===== src/rtl/lsu_ram_ctrl_pkg.sv =====
// Shared types and constants for the load/store unit and its data RAM.
package lsu_ram_ctrl_pkg;

    typedef enum logic [1:0] {
        MEM_B = 2'd0,
        MEM_H = 2'd1,
        MEM_W = 2'd2,
        MEM_D = 2'd3
    } mem_size_e;

    typedef enum logic [1:0] {
        IDLE = 2'd0,
        BUSY = 2'd1,
        RESP = 2'd2
    } lsu_state_e;

    localparam logic [7:0] EXC_LD_MISALIGN = 8'h04;
    localparam logic [7:0] EXC_LD_FAULT    = 8'h05;
    localparam logic [7:0] EXC_ST_MISALIGN = 8'h06;
    localparam logic [7:0] EXC_ST_FAULT    = 8'h07;

    // Pick the RISC-V exception code from access direction and fault class.
    function automatic logic [7:0] excCode(input logic isStore, input logic isMisalign);
        logic [7:0] code;
        case ({isStore, isMisalign})
            2'b00:   code = EXC_LD_FAULT;
            2'b01:   code = EXC_LD_MISALIGN;
            2'b10:   code = EXC_ST_FAULT;
            2'b11:   code = EXC_ST_MISALIGN;
            default: code = EXC_ST_FAULT;
        endcase
        return code;
    endfunction

endpackage


===== src/rtl/lsu_ram_ctrl_byte_lane_ram.sv =====
// Byte-lane data RAM: one independent 8-bit array per lane, synchronous
// per-lane write, registered read followed by RD_LAT-1 extra pipeline stages.
module byte_lane_ram #(
    parameter int DATA_W    = 32,
    parameter int RAM_BYTES = 256,
    parameter int RD_LAT    = 1,
    parameter int LANES     = DATA_W / 8,
    parameter int IDX_W     = ((RAM_BYTES / LANES) > 1) ? $clog2(RAM_BYTES / LANES) : 1
) (
    input  logic              clk,
    input  logic [LANES-1:0]  wrEn,
    input  logic [IDX_W-1:0]  wrIdx,
    input  logic [DATA_W-1:0] wrData,
    input  logic [IDX_W-1:0]  rdIdx,
    output logic [DATA_W-1:0] rdData
);

    localparam int DEPTH = RAM_BYTES / LANES;

    logic [7:0]        mem_r    [LANES][DEPTH];
    logic [DATA_W-1:0] rdPipe_r [RD_LAT];

    // Lane writes: each lane commits only its own byte when enabled.
    always_ff @(posedge clk) begin
        for (int l = 0; l < LANES; l++) begin
            if (wrEn[l]) begin
                mem_r[l][wrIdx] <= wrData[8*l +: 8];
            end
        end
    end

    // Registered read of all lanes, then a plain delay line to reach RD_LAT.
    always_ff @(posedge clk) begin
        for (int l = 0; l < LANES; l++) begin
            rdPipe_r[0][8*l +: 8] <= mem_r[l][rdIdx];
        end
        for (int k = 1; k < RD_LAT; k++) begin
            rdPipe_r[k] <= rdPipe_r[k-1];
        end
    end

    assign rdData = rdPipe_r[RD_LAT-1];

endmodule


===== src/rtl/lsu_ram_ctrl.sv =====
// Load/store controller with integrated byte-lane RAM. One request at a time:
// IDLE accepts, BUSY performs the access (and waits out the read latency),
// RESP holds the response until the consumer takes it.
module lsu_ram_ctrl
    import lsu_ram_ctrl_pkg::*;
#(
    parameter int DATA_W    = 32,
    parameter int ADDR_W    = 32,
    parameter int RAM_BYTES = 256,
    parameter int RD_LAT    = 1
) (
    input  logic              clk,
    input  logic              rst,
    input  logic              req_valid,
    output logic              req_ready,
    input  logic              req_we,
    input  logic [1:0]        req_size,
    input  logic              req_unsigned,
    input  logic [ADDR_W-1:0] req_addr,
    input  logic [DATA_W-1:0] req_wdata,
    output logic              rsp_valid,
    input  logic              rsp_ready,
    output logic [DATA_W-1:0] rsp_rdata,
    output logic              rsp_exc,
    output logic [7:0]        rsp_excode
);

    localparam int LANES  = DATA_W / 8;
    localparam int LANE_W = $clog2(LANES);
    localparam int DEPTH  = RAM_BYTES / LANES;
    localparam int IDX_W  = (DEPTH > 1) ? $clog2(DEPTH) : 1;
    localparam int CNT_W  = 2;

    lsu_state_e        state_r, nextState_s;
    logic              reqWe_r, reqUns_r;
    mem_size_e         reqSize_r;
    logic [ADDR_W-1:0] reqAddr_r;
    logic [DATA_W-1:0] reqWdata_r;
    logic [CNT_W-1:0]  busyCnt_r;

    logic              reqReady_r, rspValid_r, rspExc_r;
    logic [DATA_W-1:0] rspRdata_r;
    logic [7:0]        rspExcode_r;

    logic              accept_s, leaveBusy_s;
    logic              sizeBad_s, misAlign_s, outRange_s, fault_s;
    logic [2:0]        sizeMask_s;
    logic [3:0]        nBytes_s;
    logic [ADDR_W:0]   accessEnd_s;
    logic [LANE_W-1:0] lane_s;
    logic [LANES-1:0]  byteEn_s, wrEn_s;
    logic [DATA_W-1:0] wrData_s, ramRd_s, shifted_s, loadData_s;
    logic [IDX_W-1:0]  rdIdx_s;
    logic [7:0]        faultCode_s;

    // Shift-aligned load data extended from the access width; full width passes through.
    function automatic logic [DATA_W-1:0] extendLoad(input logic [DATA_W-1:0] d,
                                                     input mem_size_e sz,
                                                     input logic uns);
        logic [DATA_W-1:0] mask;
        logic [DATA_W-1:0] res;
        int                nBits;
        nBits = 8 << int'(sz);
        if (nBits >= DATA_W) begin
            res = d;
        end else begin
            mask = (DATA_W'(1) << nBits) - DATA_W'(1);
            res  = (d & mask) | ((!uns && d[nBits-1]) ? ~mask : '0);
        end
        return res;
    endfunction

    assign accept_s = req_valid && (state_r == IDLE);
    assign lane_s   = reqAddr_r[LANE_W-1:0];

    // Check the registered request and build byte enables and replicated store data.
    always_comb begin
        nBytes_s    = 4'd1 << reqSize_r;
        sizeMask_s  = (3'd1 << reqSize_r) - 3'd1;
        accessEnd_s = {1'b0, reqAddr_r} + ((ADDR_W+1)'(1) << reqSize_r);
        sizeBad_s   = (reqSize_r == MEM_D) && (DATA_W == 32);
        misAlign_s  = (reqAddr_r[2:0] & sizeMask_s) != 3'd0;
        outRange_s  = accessEnd_s > (ADDR_W+1)'(RAM_BYTES);
        fault_s     = sizeBad_s || misAlign_s || outRange_s;
        faultCode_s = excCode(reqWe_r, !sizeBad_s && misAlign_s);
        byteEn_s    = '0;
        wrData_s    = '0;
        for (int i = 0; i < LANES; i++) begin
            byteEn_s[i]        = (i >= int'(lane_s)) && (i < int'(lane_s) + int'(nBytes_s));
            wrData_s[8*i +: 8] = reqWdata_r[8*(i & (int'(nBytes_s) - 1)) +: 8];
        end
    end

    // A store commits on its single BUSY edge unless it faults or reset wins that edge.
    assign wrEn_s = (state_r == BUSY && busyCnt_r == CNT_W'(0) && reqWe_r && !fault_s && !rst)
                    ? byteEn_s : '0;

    // Read address follows the incoming request at accept so data lines up with RD_LAT.
    assign rdIdx_s = (state_r == IDLE) ? req_addr[LANE_W +: IDX_W] : reqAddr_r[LANE_W +: IDX_W];

    byte_lane_ram #(
        .DATA_W    (DATA_W),
        .RAM_BYTES (RAM_BYTES),
        .RD_LAT    (RD_LAT),
        .LANES     (LANES),
        .IDX_W     (IDX_W)
    ) u_ram (
        .clk    (clk),
        .wrEn   (wrEn_s),
        .wrIdx  (reqAddr_r[LANE_W +: IDX_W]),
        .wrData (wrData_s),
        .rdIdx  (rdIdx_s),
        .rdData (ramRd_s)
    );

    assign shifted_s   = ramRd_s >> {lane_s, 3'b000};
    assign loadData_s  = extendLoad(shifted_s, reqSize_r, reqUns_r);
    assign leaveBusy_s = fault_s || reqWe_r || (busyCnt_r == CNT_W'(RD_LAT - 1));

    // FSM state register.
    always_ff @(posedge clk) begin
        if (rst) begin
            state_r <= IDLE;
        end else begin
            state_r <= nextState_s;
        end
    end

    // FSM next-state decode.
    always_comb begin
        nextState_s = state_r;
        case (state_r)
            IDLE:    nextState_s = accept_s ? BUSY : IDLE;
            BUSY:    nextState_s = leaveBusy_s ? RESP : BUSY;
            RESP:    nextState_s = rsp_ready ? IDLE : RESP;
            default: nextState_s = IDLE;
        endcase
    end

    // Capture the request on accept; it is the only time inputs are looked at.
    always_ff @(posedge clk) begin
        if (rst) begin
            reqWe_r    <= 1'b0;
            reqUns_r   <= 1'b0;
            reqSize_r  <= MEM_B;
            reqAddr_r  <= '0;
            reqWdata_r <= '0;
        end else if (accept_s) begin
            reqWe_r    <= req_we;
            reqUns_r   <= req_unsigned;
            reqSize_r  <= mem_size_e'(req_size);
            reqAddr_r  <= req_addr;
            reqWdata_r <= req_wdata;
        end
    end

    // Count BUSY cycles so an OK load leaves after exactly RD_LAT of them.
    always_ff @(posedge clk) begin
        if (rst || accept_s) begin
            busyCnt_r <= '0;
        end else if (state_r == BUSY) begin
            busyCnt_r <= busyCnt_r + CNT_W'(1);
        end
    end

    // Response registers: loaded when leaving BUSY and frozen while presented.
    always_ff @(posedge clk) begin
        if (rst) begin
            reqReady_r  <= 1'b1;
            rspValid_r  <= 1'b0;
            rspRdata_r  <= '0;
            rspExc_r    <= 1'b0;
            rspExcode_r <= 8'h00;
        end else begin
            reqReady_r <= (nextState_s == IDLE);
            if (state_r == BUSY && leaveBusy_s) begin
                rspValid_r  <= 1'b1;
                rspRdata_r  <= (fault_s || reqWe_r) ? '0 : loadData_s;
                rspExc_r    <= fault_s;
                rspExcode_r <= fault_s ? faultCode_s : 8'h00;
            end else if (state_r == RESP && rsp_ready) begin
                rspValid_r <= 1'b0;
            end
        end
    end

    assign req_ready  = reqReady_r;
    assign rsp_valid  = rspValid_r;
    assign rsp_rdata  = rspRdata_r;
    assign rsp_exc    = rspExc_r;
    assign rsp_excode = rspExcode_r;

endmodule


===== config.mk =====
export PLATFORM = sky130hd
export DESIGN_NAME = lsu_ram_ctrl
export DESIGN_NICKNAME = d
export VERILOG_FILES = /design/src/rtl/lsu_ram_ctrl_pkg.sv /design/src/rtl/lsu_ram_ctrl_byte_lane_ram.sv /design/src/rtl/lsu_ram_ctrl.sv
export SDC_FILE = /design/constraint.sdc
export NUM_CORES = 2
export LEC_CHECK = 0
export BUFFER_PORTS_ARGS = -buffer_cell sky130_fd_sc_hd__buf_2
export CORE_ASPECT_RATIO = 1.25
export CORE_MARGIN = 3
export CORE_UTILIZATION = 30
export CTS_BUF_LIST = sky130_fd_sc_hd__clkbuf_2 sky130_fd_sc_hd__clkbuf_4 sky130_fd_sc_hd__clkbuf_8
export DETAILED_ROUTE_END_ITERATION = 8
export GPL_ROUTABILITY_DRIVEN = 0
export PLACE_DENSITY = 0.48
export SLEW_MARGIN = 20
export SYNTH_ARGS = -nofsm -noshare
export SYNTH_HDL_FRONTEND = slang
export SYNTH_SLANG_ARGS = --single-unit

===== constraint.sdc =====
create_clock -name clk -period 5.49 [get_ports clk]
set_input_delay 0.2745 -clock clk [delete_from_list [all_inputs] [get_ports clk]]
set_output_delay 0.2745 -clock clk [all_outputs]
set_load 0.02 [all_outputs]

# Yosys cells after proc, flatten, opt, wreduce, memory -nomap -nowiden

Memory sizes are Yosys's and may differ from the RTL's.
Cells that the tools add are included.

Register bits after elaboration: 115
RAM bits: 2080
Input bits: 72
Output and inout bits: 43
Logic and storage cells: 121
Memories: 2

Add/sub/neg operators: 7
Magnitude comparators: 13
Eq/ne operators: 6
Shift operators: 9
Mux-type cells: 38
Bitwise gates (word level): 6
Reductions and logical operators: 28

Memories:

| memory         | words | width | rd ports | clocked after Yosys merged registers in | write ports | line                             | RTL |
|---|---|---|---|---|---|---|---|
| u_ram.mem_r    | 4     | 512   | 4        | 0                                       | 4           | lsu_ram_ctrl_byte_lane_ram.sv:20 | `logic [7:0] mem_r [LANES][DEPTH];` |
| u_ram.rdPipe_r | 1     | 32    | 1        | 0                                       | 4           | lsu_ram_ctrl_byte_lane_ram.sv:21 | `logic [DATA_W-1:0] rdPipe_r [RD_LAT];` |

Operator list:

| cell                                                                              | number |
|---|---|
| 512-bit two-way mux                                                               | 4 |
| 8-bit binary-select mux with 6-bit select                                         | 4 |
| 32-bit two-way mux                                                                | 3 |
| 8-bit two-way mux                                                                 | 10 |
| 32-bit by 6-bit variable part select with 8-bit output                            | 2 |
| 32-bit by 2-bit subtractor with 32-bit output (second input constant)             | 2 |
| 8-bit demux with 6-bit select                                                     | 1 |
| 32-bit by 33-bit adder with 33-bit output                                         | 1 |
| 33-bit by 9-bit greater-than comparator with 1-bit output (second input constant) | 1 |
| 1-bit by 2-bit << shifter with 33-bit output (first input constant)               | 1 |
| 32-bit AND                                                                        | 1 |
| 32-bit by 7-bit >= comparator with 1-bit output (second input constant)           | 1 |
| 1-bit by 32-bit < comparator with 1-bit output (first input constant)             | 1 |
| 2-bit by 32-bit < comparator with 1-bit output (first input constant)             | 1 |
| 3-bit by 32-bit < comparator with 1-bit output (first input constant)             | 1 |
| 32-bit by 7-bit < comparator with 1-bit output (second input constant)            | 1 |
| 32-bit inverter                                                                   | 1 |
| 32-bit OR                                                                         | 1 |
| 8-bit case mux with 4 select lines                                                | 1 |
| 32-bit by 5-bit variable part select with 8-bit output                            | 1 |
| 1-bit by 32-bit << shifter with 32-bit output (first input constant)              | 1 |
| 4-bit by 2-bit << shifter with 32-bit output (first input constant)               | 1 |
| 32-bit by 5-bit >> shifter with 32-bit output                                     | 1 |
| 7-bit >= comparator (second input constant)                                       | 2 |
| 26 further kinds                                                                  | 63 |

# Depth between registers and ports, before layout

Depth in word-level cells: 12
Depth in mapped cells: 15
Depth with buffers taken out: 11

# Modules after synthesis

From an unflattened synthesis, not the netlist that was laid out.

Cells, all modules: 4377
Area total of the unflattened synthesis: 86442.9 um2

By module, submodules not included:

| module        | instances | cells an instance | area each (um2) | seq. area each (um2) |
|---|---|---|---|---|
| byte_lane_ram | 1         | 3601              | 80267.0         | 62139.6 |
| lsu_ram_ctrl  | 1         | 776               | 6175.9          | 2182.1 |

# Least setup slack after synthesis

OpenSTA, ideal clock, no wires.

Path kind: register -> register
From: register reqSize_r[0]
To: memory u_ram.mem_r[3][104] (netlist name) (enable)
Setup time: 0.383 ns
Arrival time: 4.172 ns
Required time: 5.107 ns
Slack: 0.935 ns
Cell stages (with the launch flop): 15
Path buffers: 4
Period minus slack after synthesis: 4.555 ns
Path through: dfxtp_1 buf_2 nor2_1 clkbuf_1 ha_1 ha_1 o21ai_1 buf_2 a2111oi_0 xnor2_1 o21ai_1 nor4_4 nand3_1 clkbuf_1 nor3_1

RTL lines:

| what                     | line                             | RTL |
|---|---|---|
| start: declaration       | lsu_ram_ctrl.sv:36               | `mem_size_e reqSize_r;` |
| start signal: assignment | lsu_ram_ctrl.sv:151              | `reqSize_r <= mem_size_e'(req_size);` |
| end: declaration         | lsu_ram_ctrl_byte_lane_ram.sv:20 |  |

==> metrics.md <==
| Metric | Value |
|---|---|
| Via density | around 5.1 |
| Placed Instance Area | 0.0943 mm2 |
| Share of layout cells above drive strength 1 | 0.288 |
| Worst EP required | a little over 6 ns |
| Endpoints failing setup | 0 |
| Final hold vios | 0 |
| Hold Slack | ~0.11 ns |
| Most frequent cells in the layout | edfxtp_1, mux4_2, nand2_1 |
| Final min period | roughly 5.1 ns |
| Max-Cap Viols | 0 |
| Synth Instances | around 4.8k |
| Final Cycle Share | 0.935 |
| Core area | about 0.29 mm2 |
| Crit Reg-Reg Startpoint | reqSize_r[1] |
| GRT met2 Usage | 0.290 |
| GR Util met1 | 0.237 |
| Cell Area, Synth | roughly 0.087 mm2 |
| Synth Register Bits | 2189 |
| Hpwl dp | 168000 um |
| Mux contribution to synthesized area | 0.142 |
| Routed Antenna Nets | 0 |
| Post-Synth XOR/XNOR Area | 0.00131 |
| DR vias | roughly 48k |
| WL/cell | between 20 and 30 um |
| Synth top area cells | edfxtp_1, mux4_2, dfxtp_1 |
| Root Driver | clkbuf_8 |
| Status | complete, no violations |
| Relative max-transition margin | 0.205 |
| IO Count | roughly 120 |
| # H-tree levels | 5 |
| TritonCTS clock tree | yes |
| Worst-skew pair later-pin latency | ~0.98 ns |
| Die width | a little under 500 um |
| Slew Limit Fails | 0 |
| Final Net Count | between 5k and 6k |
| Fill count | approximately 27k |
| Hold crit path type | in -> reg |
| Pwr dens | approximately 350 mW/mm2 |
| Clk sinks | 2189 |
| Simple-gate share of the synthesized area | 0.0579 |
| Setup crit end kind | flip-flop |
| Worst Setup Start Kind | flip-flop |
| Worst Skew | ~0.084 ns |
| Hold Crit Start | req_wdata[29] |
| Die Height | between 600 and 700 um |
| Sequential area share after synthesis | 0.739 |
| WS Path Type | reg -> reg |
| Top_reg_cell synth | edfxtp_1 |
| Largest net degree at the start of global routing | between 150 and 200 |
| Multi-input gate area | 0.0215 mm2 |
| Initial antenna violation count | 29 |
| F_max | ~0.19 GHz |
| Number of global-route vias before repair | about 50k |
| DRT iter0 DRCs | between 4k and 5k |
| Commonest non-fill, non-tap cell in the layout | edfxtp_1 |
| Overall track demand over capacity in global routing | 0.178 |
| Compound-Gate Fraction of Synth Area | 0.0415 |
| Yosys warnings | 0 |
| RSZ-0062 raised after global routing | no |
| Starting Density | 0.302 |
| Port buffer count | about 110 |
| CTS clk-pin slew, worst paths | around 0.06 ns |
| Post-synth cell types | between 70 and 80 |
| CTS Buf Count | roughly 350 |
| Crit path launch | reqSize_r[1] |
| P_leak | 31.0 nW |
| Routed WL | between 200000 and 300000 um |
| Synth async-reset ratio | 0 |
| Peak VDD IR | roughly 0.16 mV |
| First-pass GRT wire length | approximately 380000 um |
| Maximum fanout along the worst path | 75 |
| GR peak layer | met2 |
| Die area | about 0.3 mm2 |
| Post-CTS resize count | 0 |
| Setup TNS | 0 ns |
| Max Root-Sink Buffers | 4 |
| GR Overflow Total | 0 |
| EDFF count, synth | between 2k and 2.5k |
| DR DRC count | 0 |
| Post-synthesis adder-cell area fraction | 0.000718 |
| Area grow syn2layout | 17.2% |
| Worst EP arrival | 5.81 ns |
| FP Rows | 220 |
| Largest family of logic cells by synthesized area | multiplexers |
| Iteration count of the initial detailed-routing pass | 8 |
| Synth Area per Inst | 18.3 um2 |
| Met3 usage | 0.0289 |
| Reg area | around 0.064 mm2 |
| Synth area leader | edfxtp_1 |
| Post-synth top area share | 0.706 |
| Worst slew pin tran | 1.19 ns |
| Fin area | 0.102 mm2 |
[stage by stage]
step	setup slack (ns)	power, mW	cells	utilization
3_3_place_gp	0.261	22.5	8677	0.327
2_1_floorplan	0.935	21.0	4766	-
3_5_place_dp	0.255	22.5	8677	0.327
5_1_grt	0.0519	37.3	9391	0.354
4_1_cts	0.236	36.4	9385	0.354
6_report	0.357	36.0	9401	0.354
[report_power, final]
| group | internal [mW] | leakage (nW) | switching, mW |
|---|---|---|---|
| Clock | 7.29 | 3.55 | 6.53 |
| Sequential | 18.5 | 18.4 | 0.151 |
| Combinational | 1.23 | 9.12 | 2.31 |
[worst max-delay path, stage by stage (launching register included)]
cell,delay (ns)
dfxtp_1,0.42
buf_4,0.25
nand2b_1,0.18
xnor2_1,0.14
ha_1,0.37
o21ai_1,0.35
a2111oi_0,0.63
xnor2_1,0.21
o21ai_1,0.15
nor4_4,0.54
nand4b_1,0.33
buf_12,0.29
nor3_1,0.61
buf_4,0.25
[cell type report]
type / instances / area share
multi-input cells: 2214 / 0.211
inverters: 17 / 0.000625
clock inverters: 157 / 0.0100
well taps: 3774 / 0.0463
flip-flops and latches: 2189 / 0.631
clock buffers: 459 / 0.0559
diodes: 13 / 0.000319
repair buffers: 578 / 0.0456
[cells by family after synthesis]
logic type / after synthesis
flip-flops: 2189
other: 1
AO/OA/AOI/OAI: 531
buffers and inverters: 363
multiplexers: 596
AND/OR/NAND/NOR: 1064
adder cells (fa/ha/maj): 5
XOR/XNOR: 13
[synthesized netlist by cell type (all sizes together), types with 5 or more instances]
library cell / count
nand2b: 37
and4: 6
o21ai: 25
clkbuf: 212
nor3: 200
nor2: 94
nor3b: 5
mux2: 25
nand4: 41
nor2b: 13
mux4: 512
or3: 5
o211ai: 6
edfxtp: 2048
nand2: 486
a311oi: 65
a21o: 5
mux2i: 59
nand3: 12
buf: 134
and3: 9
dfxtp: 141
and2: 134
ha: 5
a21oi: 153
a31oi: 66
a211oi: 174
xnor2: 11
inv: 17
a2111oi: 10
[final timing paths]
path | depth (start not counted) | slack (ns) | end
setup / recovery | 13 | 0.36 | u_ram.mem_r[0][274]
hold / removal | 4 | 0.11 | reqWdata_r[29]
setup reg to reg | 13 | 0.36 | u_ram.mem_r[0][274]
hold reg to reg | 2 | 0.47 | reqWdata_r[8]
[timing repair]
action / CTS / global route
buffers inserted: 0 / 3
endpoints found under the hold margin: 112 / 0
endpoints found under the setup margin: 0 / 63
hold buffers: 92 / 0
[metal layers]
metal / vias up / routed length [um]
li1: 20460 / -
met1: 25423 / 112000
met2: 1940 / 130000
met3: 449 / 16400
met4: 8 / 10900
met5: - / 41
[sequential cells by signal (all words and copies together) (netlist names), 2 cells and up]
signal	cells
busyCnt_r	2
u_ram.mem_r	2048
reqSize_r	2
reqWdata_r	32
reqAddr_r	32
state_r	2
rsp_rdata	32
rsp_excode	3
u_ram.rdPipe_r	32
No activity file was read; power rests on OpenSTA's default activity.
